==> src/rtl/led_gpio_pkg.sv <==
// Shared constants for the LED GPIO register block: register map, CTRL bit
// positions, FSM encoding and the blink word composition helper.
package led_gpio_pkg;

  localparam logic [1:0] ADDR_DATA   = 2'd0;
  localparam logic [1:0] ADDR_CTRL   = 2'd1;
  localparam logic [1:0] ADDR_BLINK  = 2'd2;
  localparam logic [1:0] ADDR_STATUS = 2'd3;

  localparam int CTRL_EN_BIT      = 0;
  localparam int CTRL_REFRESH_BIT = 1;

  localparam logic [1:0] ST_IDLE  = 2'd0;
  localparam logic [1:0] ST_SEND  = 2'd1;
  localparam logic [1:0] ST_GUARD = 2'd2;

  // Masked LEDs are dark while the blink phase is high.
  function automatic logic [31:0] compose_word(input logic [31:0] data,
                                               input logic [31:0] mask,
                                               input logic        phase);
    return data & ~(mask & {32{phase}});
  endfunction

endpackage

==> src/rtl/led_gpio_ctrl_tick_gen.sv <==
// tick_gen: free-running divider, one-cycle tick every PERIOD cycles.
// Down-counter reloaded at terminal count; first tick one cycle after reset.
module tick_gen
  import led_gpio_pkg::*;
#(
  parameter int PERIOD = 100
) (
  input  logic clk,
  input  logic rst,
  output logic tick
);

  localparam int            W      = (PERIOD > 1) ? $clog2(PERIOD) : 1;
  localparam logic [W-1:0]  RELOAD = W'(PERIOD - 1);

  logic [W-1:0] cnt;

  always_ff @(posedge clk) begin
    if (rst) begin
      cnt  <= '0;
      tick <= 1'b0;
    end else if (cnt == '0) begin
      cnt  <= RELOAD;
      tick <= 1'b1;
    end else begin
      cnt  <= cnt - W'(1);
      tick <= 1'b0;
    end
  end

endmodule

==> src/rtl/led_gpio_ctrl.sv <==
// led_gpio_ctrl: CPU-visible LED registers feeding the serial shifter with a
// rate-limited Start pulse. Define LED_BLINK_EN to build BLINK_MASK and the blink divider.
module led_gpio_ctrl
  import led_gpio_pkg::*;
#(
  parameter int SHIFT_CYCLES   = 80,
  parameter int REFRESH_CYCLES = 1_000_000,
  parameter int BLINK_CYCLES   = 25_000_000
) (
  input  logic        clk,
  input  logic        rst,
  input  logic        we,
  input  logic [1:0]  addr,
  input  logic [31:0] wdata,
  output logic [31:0] rdata,
  output logic [31:0] P_Data,
  output logic        Start,
  output logic        EN
);

  // state | meaning
  // IDLE  | nothing in flight, waits for pending && EN
  // SEND  | Start high, P_Data holds the fresh snapshot
  // GUARD | shifter still busy; new triggers coalesce into pending

  localparam int           GW         = $clog2(SHIFT_CYCLES);
  localparam logic [GW-1:0] GUARD_LOAD = GW'(SHIFT_CYCLES - 2);

  logic [31:0]   data_q, data_d;
  logic [1:0]    ctrl_q, ctrl_d;
  logic [31:0]   p_data_q;
  logic [1:0]    state_q, state_d;
  logic [GW-1:0] guard_q;
  logic          pending_q;
  logic          refresh_tick;
  logic          blink_trig;
  logic          trig;
  logic          want;
  logic [31:0]   word_d;

  tick_gen #(.PERIOD(REFRESH_CYCLES)) u_refresh_tick (
    .clk  (clk),
    .rst  (rst),
    .tick (refresh_tick)
  );

  assign data_d = (we && addr == ADDR_DATA) ? wdata : data_q;
  assign ctrl_d = (we && addr == ADDR_CTRL) ? wdata[1:0] : ctrl_q;

`ifdef LED_BLINK_EN
  logic [31:0] mask_q, mask_d;
  logic        phase_q, phase_d;
  logic        blink_tick;

  tick_gen #(.PERIOD(BLINK_CYCLES)) u_blink_tick (
    .clk  (clk),
    .rst  (rst),
    .tick (blink_tick)
  );

  assign mask_d     = (we && addr == ADDR_BLINK) ? wdata : mask_q;
  assign phase_d    = phase_q ^ blink_tick;
  assign blink_trig = blink_tick & (mask_q != '0);
  assign word_d     = compose_word(data_d, mask_d, phase_d);

  always_ff @(posedge clk) begin
    if (rst) begin
      mask_q  <= '0;
      phase_q <= 1'b0;
    end else begin
      mask_q  <= mask_d;
      phase_q <= phase_d;
    end
  end
`else
  logic unused_blink;
  assign unused_blink = (BLINK_CYCLES != 0);
  assign blink_trig   = 1'b0;
  assign word_d       = data_d;
`endif

  // Snapshot and enable use post-write values so a write lands in the very next Start.
  assign trig = (we && addr != ADDR_STATUS)
              | (refresh_tick & ctrl_q[CTRL_REFRESH_BIT])
              | blink_trig;
  assign want = (pending_q | trig) & ctrl_d[CTRL_EN_BIT];

  always_comb begin
    state_d = state_q;
    case (state_q)
      ST_IDLE:  if (want) state_d = ST_SEND;
      ST_SEND:  state_d = ST_GUARD;
      ST_GUARD: if (guard_q == '0) state_d = want ? ST_SEND : ST_IDLE;
      default:  state_d = ST_IDLE;
    endcase
  end

  always_ff @(posedge clk) begin
    if (rst) begin
      data_q    <= '0;
      ctrl_q    <= '0;
      state_q   <= ST_IDLE;
      guard_q   <= '0;
      pending_q <= 1'b1;
      p_data_q  <= '0;
    end else begin
      data_q  <= data_d;
      ctrl_q  <= ctrl_d;
      state_q <= state_d;
      if (state_d == ST_SEND) p_data_q <= word_d;
      case (state_q)
        ST_SEND: begin
          pending_q <= trig;
          guard_q   <= GUARD_LOAD;
        end
        ST_GUARD: begin
          pending_q <= pending_q | trig;
          if (guard_q != '0) guard_q <= guard_q - GW'(1);
        end
        default: pending_q <= pending_q | trig;
      endcase
    end
  end

  always_comb begin
    rdata = '0;
    case (addr)
      ADDR_DATA:   rdata = data_q;
      ADDR_CTRL:   rdata = {30'd0, ctrl_q};
`ifdef LED_BLINK_EN
      ADDR_BLINK:  rdata = mask_q;
`endif
      ADDR_STATUS: rdata = {30'd0, pending_q, state_q != ST_IDLE};
      default:     rdata = '0;
    endcase
  end

  assign P_Data = p_data_q;
  assign Start  = (state_q == ST_SEND);
  assign EN     = ctrl_q[CTRL_EN_BIT];

endmodule

==> config.mk <==
export PLATFORM = sky130hd
export DESIGN_NAME = led_gpio_ctrl
export DESIGN_NICKNAME = d
export VERILOG_FILES = /design/src/rtl/led_gpio_pkg.sv /design/src/rtl/led_gpio_ctrl_tick_gen.sv /design/src/rtl/led_gpio_ctrl.sv
export SDC_FILE = /design/constraint.sdc
export NUM_CORES = 1
export LEC_CHECK = 0
export BUFFER_PORTS_ARGS = -buffer_cell sky130_fd_sc_hd__buf_4
export CORE_MARGIN = 2
export CORE_UTILIZATION = 40
export CTS_CLUSTER_DIAMETER = 40
export DETAILED_ROUTE_END_ITERATION = 10
export MAX_ROUTING_LAYER = met4
export PLACE_DENSITY = 0.72
export RECOVER_POWER = 100
export SYNTH_ARGS = -nofsm -noshare
export SYNTH_HDL_FRONTEND = slang
export SYNTH_SLANG_ARGS = --single-unit
==> constraint.sdc <==
create_clock -name clk -period 1.73 [get_ports clk]
set_input_delay 0.2595 -clock clk [delete_from_list [all_inputs] [get_ports clk]]
set_output_delay 0.2595 -clock clk [all_outputs]
set_load 0.005 [all_outputs]
# --- Word level (Yosys, flattened, before mapping) ---
# Index checks and enable logic that the tools add are counted.
op_classes:
  reduce_logical: 12
  n_bitwise: 4
  n_eq_ne: 7
  addsub: 2
  mux: 12
op_table:
  columns: ["operator", "n"]
  rows:
  - ["$pmux W32 S3", 1]
  - ["$mux W32", 1]
  - ["$logic_not A20 Y1", 1]
  - ["$mux W20", 1]
  - ["$sub A20 B1 Y20 const B", 1]
  - ["$pmux W7 S2", 1]
  - ["$logic_not A7 Y1", 1]
  - ["$mux W7", 1]
  - ["$reduce_bool A7 Y1", 1]
  - ["$sub A7 B1 Y7 const B", 1]
  - ["$eq A2 B1 Y1 const B", 3]
  - ["$pmux W2 S3", 1]
  - ["$eq A2 B2 Y1 const B", 2]
  - ["$logic_not A2 Y1", 2]
  - ["$mux W1", 4]
  - ["$mux W2", 2]
  - ["$ne A2 B2 Y1 const B", 2]
  - ["$reduce_bool A2 Y1", 2]
  - ["$logic_and A1 B1 Y1", 3]
  - ["$and A1 B1 Y1", 2]
  - ["$or A1 B1 Y1", 2]
  - ["$reduce_and A2 Y1", 1]
  - ["$reduce_or A2 Y1", 1]
word_totals:
  output_inout_bits: 66
  wordCells: 47
  regBits: 97

# --- Depth between registers and ports, before layout ---
logic_depth:
  ltp_word: 9
  ltp_mapped: 8
  mapped_depth_nobuf: 6

# --- Hierarchy ---
# A second synthesis with hierarchy kept.
unflattened:
  cells_unflattened: 421
  hier_area_um2: 4275.4
by_module_without_submodules:
  columns: ["mod", "cells_per_inst", "area_each_um2", "instances"]
  rows:
  - ["led_gpio_ctrl", 324, 3379.5, 1]
  - ["tick_gen", 97, 895.9, 1]

# --- Least setup slack after synthesis ---
# OpenSTA, ideal clock, no wires.
synth_timing:
  path_type: "flip-flop to flip-flop"
  startpoint: "reg guard_q[0]"
  endpoint: "reg p_data_q[0], in the netlist P_Data[0]"
  path_slack_ps: -94
  arrival_time_ps: 1690
  required_ps: 1596
  setup_time_ps: 134
  stages_incl_launch_ff: 9
  path_cell_list: "dfxtp_1 -> inv_1 -> ha_1 -> nor4b_2 -> a21bo_1 -> and3_1 -> clkbuf_1 -> buf_2 -> a211oi_1"
synth_between:
  elab_chain_len: 4
synth_rtl:
  columns: ["element", "line", "source"]
  rows:
  - ["start: declaration", "led_gpio_ctrl.sv:33", "logic [GW-1:0] guard_q;"]
  - ["start signal: assignment", "led_gpio_ctrl.sv:118", "if (guard_q != '0) guard_q <= guard_q - GW'(1);"]
  - ["$logic_not A7 Y1", "led_gpio_ctrl.sv:93", "ST_GUARD: if (guard_q == '0) state_d = want ? ST_SEND : ST_IDLE;"]
  - ["$mux W2", "led_gpio_ctrl.sv:93", null]
  - ["$pmux W2 S3", "led_gpio_ctrl.sv:90", "case (state_q)"]
  - ["$eq A2 B1 Y1", "led_gpio_ctrl.sv:110", "if (state_d == ST_SEND) p_data_q <= word_d;"]
  - ["end signal: assignment", "led_gpio_ctrl.sv:110", null]
  - ["end: declaration", "led_gpio_ctrl.sv:31", "logic [31:0] p_data_q;"]
# No other way between the ends.
# A chain may end at the register's enable or synchronous reset.

# --- Worst setup path in the final report ---
layout_timing:
  startpoint: "reg u_refresh_tick.cnt[14]"
  endpoint: "reg u_refresh_tick.cnt[18]"
layout_between:
  elab_chain_len: 2
  elab_cells_between_ends: 3
  classes_between: "1 x add/sub; 1 x mux; 1 x reduce/logical"
layout_rtl:
  columns: ["element", "line", "source"]
  rows:
  - ["start: declaration", "led_gpio_ctrl_tick_gen.sv:16", "logic [W-1:0] cnt;"]
  - ["start signal: assignment", "led_gpio_ctrl_tick_gen.sv:26", "cnt <= cnt - W'(1);"]
  - ["$sub A20 B1 Y20 / $logic_not A20 Y1 (equally long branches)", "led_gpio_ctrl_tick_gen.sv:26, led_gpio_ctrl_tick_gen.sv:22", null]
  - ["$mux W20 (*)", "led_gpio_ctrl_tick_gen.sv:22", "end else if (cnt == '0) begin"]
# Every way passes the cells marked *; elsewhere a longest branch is shown, timed or not.

==> results.json <==
{
  "tightest_slew_ns": 0.579,
  "timing.max_slew.rel_slack": 0.614,
  "final_worst_path_cycle_share": 0.976,
  "cts_tree": "done",
  "synth.top_cells.by_count": "sky130_fd_sc_hd__dfxtp_1 (97), sky130_fd_sc_hd__nor2_1 (51), sky130_fd_sc_hd__a211oi_1 (35), sky130_fd_sc_hd__a31oi_1 (35), sky130_fd_sc_hd__mux2i_1 (35)",
  "instances_no_fill": 673,
  "clkSinkCount": 97,
  "holdBufCountCts": 0,
  "gr-total-overflow": 0,
  "synth.most_common_cell": "sky130_fd_sc_hd__dfxtp_1",
  "critPathLaunchType": "flop",
  "tritoncts.num_buffers": 9,
  "grt_resource_usage_total": 0.189,
  "power.density_nw_per_um2": 1220,
  "die_h_um": 104,
  "drt_first_iter_violations": 105,
  "min_path_cells": 3,
  "area_occupied_by_multi_input_gates_um2": 2060,
  "critical_path.max_stage_delay_ns": 0.48,
  "cts.htree.levels": 3,
  "timing.critical_path.cells": "or3_4 -> or2_4 -> or4_4 -> a21oi_2",
  "synth-seq-cells": 97,
  "worstPathRequired_ns": 2.03,
  "drt_pre_antenna_iters": 4,
  "portion_of_synthesized_cell_area_occupied_by_the_leading_cell_type": 0.483,
  "hold_path_class": "primary input to flop",
  "crit_path_end_kind": "flop",
  "clock_skew_ns": 0.0158,
  "placed_cells": 649,
  "clk_transition_reported_paths_ns": 0.10,
  "i_o_pin_cnt": 103,
  "period_minus_slack_ns": 1.69,
  "crit_path_max_delay_cell_type": "sky130_fd_sc_hd__or4_4",
  "edff_count_synth": 0,
  "synth_nets": 462,
  "design.die.area_um2": 10900,
  "number_of_global_route_vias_before_repair": 3380,
  "route.antenna.remaining_nets": 0,
  "run_status": "complete, no violations",
  "final.fill_count": 879,
  "r2r_cells": 4,
  "portBuffers": 102,
  "floorplan.rows": 36,
  "timing.final.max_slew_violations": 0,
  "hold_viol_final": 0,
  "synth-main-ff-cell": "sky130_fd_sc_hd__dfxtp_1",
  "syn-instance-count": 423,
  "grt_max_degree": 43,
  "wl_per_cell_um": 15.2,
  "max_freq_mhz": 592,
  "clock_path_buffers": 2,
  "layout.area.seq_um2": 1950,
  "routed-via-count": 3521,
  "ys_seq_area_frac": 0.483,
  "ir_drop_worst_vdd_uv": 1220,
  "cts.root.buffer_cell": "sky130_fd_sc_hd__clkbuf_8",
  "clock_latency_at_the_later_pin_of_the_worst_skew_pair_ns": 0.36,
  "p_total_mw": 6.62,
  "setup-violations-final": 0,
  "drive_gt1_frac": 0.343,
  "netlist.top_cell.by_area": "sky130_fd_sc_hd__dfxtp_1",
  "yosys_warnings": 0,
  "post_synthesis_cell_type_count": 47,
  "path_max_fanout": 6,
  "grt_antenna_before_repair": 0,
  "worst_ep_arrival_time_ns": 1.98,
  "top_post_synthesis_cells_by_area": "sky130_fd_sc_hd__dfxtp_1 (48%), sky130_fd_sc_hd__mux2i_1 (8.7%), sky130_fd_sc_hd__a211oi_1 (6.5%), sky130_fd_sc_hd__a31oi_1 (5.5%), sky130_fd_sc_hd__and2_1 (5.1%)",
  "initial_utilization": 0.411,
  "drcViolationCount": 0,
  "max-cap-violations": 0,
  "diodes": 0,
  "place_hpwl_um": 7090,
  "syn_area_per_cell_um2": 9.49,
  "wirelength_um": 10300,
  "async_flop_share": 0,
  "total_leakage_power_nw": 2.11,
  "die_x_um": 104,
  "worstSetupPathType": "flop to flop",
  "vias_per_cell": 5.23,
  "syn_to_final_growth_pct": 34.8,
  "routabilityCongestion": 0.810,
  "fp.coreArea_um2": 9770,
  "post_synth_instance_area_um2": 4020,
  "grt_first_pass_wirelength_um": 16400,
  "finalNetCount": 574
}
[worst max-delay path, delay by kind of cell (launching register included)]
kind	cells	cell delay, ns
and+or+nand+nor	3	1.13
AOI/OAI and AO/OA	1	0.14
DFF	1	0.35
[where the power goes]
group	switching [mW]	internal, mW
clock network	0.801	0.666
registers	0.332	2.55
logic	1.11	1.16
[flip-flops by register name, indices dropped and copies added, names as in the netlist]
register             cells
u_refresh_tick.cnt      20
state_q                  2
data_q                  32
u_refresh_tick.tick      1
guard_q                  7
pending_q                1
P_Data                  32
ctrl_q                   2
[metal layers]
layer,global-route usage,up-vias,routed length (um),part of all wire
met4,0.0560,0,85,0.0083
met1,0.235,1660,4540,0.44
li1,-,1745,-,-
met2,0.314,107,5150,0.50
met5,-,-,0,0
met3,0.0357,9,473,0.046
[final cells by class]
type                       instances  share of cell area
inverter                           6             0.00416
tap                              133              0.0307
timing repair buffer             133               0.189
multi-input combinational        288               0.381
clock buffer                       9              0.0229
sequential                        97               0.360
clock inverter                     7              0.0127
[repair_timing]
item,CTS,global route
endpoints found under the setup margin,4,42
pin swaps,2,8
gates cloned,0,2
endpoints found under the hold margin,0,0
resized for setup,3,51
setup buffers,3,3
[cells in the final DEF (no fill, tap or decap), drive strengths merged, types with 3 or more instances in the layout]
cell,count
or4,3
nand3b,3
o21ai,9
nand3,9
nand4,3
xnor2,4
a21oi,19
inv,7
mux2i,35
buf,80
nand2,9
or3,5
nor4,5
clkbuf,62
xor2,6
and2,33
clkinv,3
nor2,51
a211oi,35
a31oi,35
dfxtp,97
o31ai,3
[final timing paths]
path	start	endpoint	slack (ns)
setup / recovery	u_refresh_tick.cnt[14]	u_refresh_tick.cnt[18]	0.04
hold / removal	wdata[22]	data_q[22]	0.16
setup reg to reg	u_refresh_tick.cnt[14]	u_refresh_tick.cnt[18]	0.04
hold reg to reg	u_refresh_tick.tick	pending_q	0.48
[stage by stage]
step	setup TNS, ns	hold WS (ns)	setup WS (ns)	util	instance area, um2
after floorplan	-0.678	0.403	-0.0227	-	4030
after global placement	0	0.458	0.0541	0.515	5030
after detailed placement	-0.0485	0.461	-0.0331	0.515	5030
after CTS	0	0.149	0.000461	0.537	5250
after global routing	-0.0202	0.155	-0.0175	0.554	5410
final	0	0.158	0.0413	0.554	5410
[cells by family (layout without fill, tap and decap cells)]
| kind of cell | count (synthesis) | count (layout) | synth area share |
|---|---|---|---|
| mux | 36 | 36 | 0.0900 |
| fa+ha+maj | 2 | 2 | 0.00623 |
| compound gates | 109 | 109 | 0.178 |
| xor+xnor | 10 | 10 | 0.0218 |
| buf+inv | 38 | 155 | 0.0396 |
| flops | 97 | 97 | 0.483 |
| simple gates | 131 | 131 | 0.181 |
(Power assumes the default switching activity.)
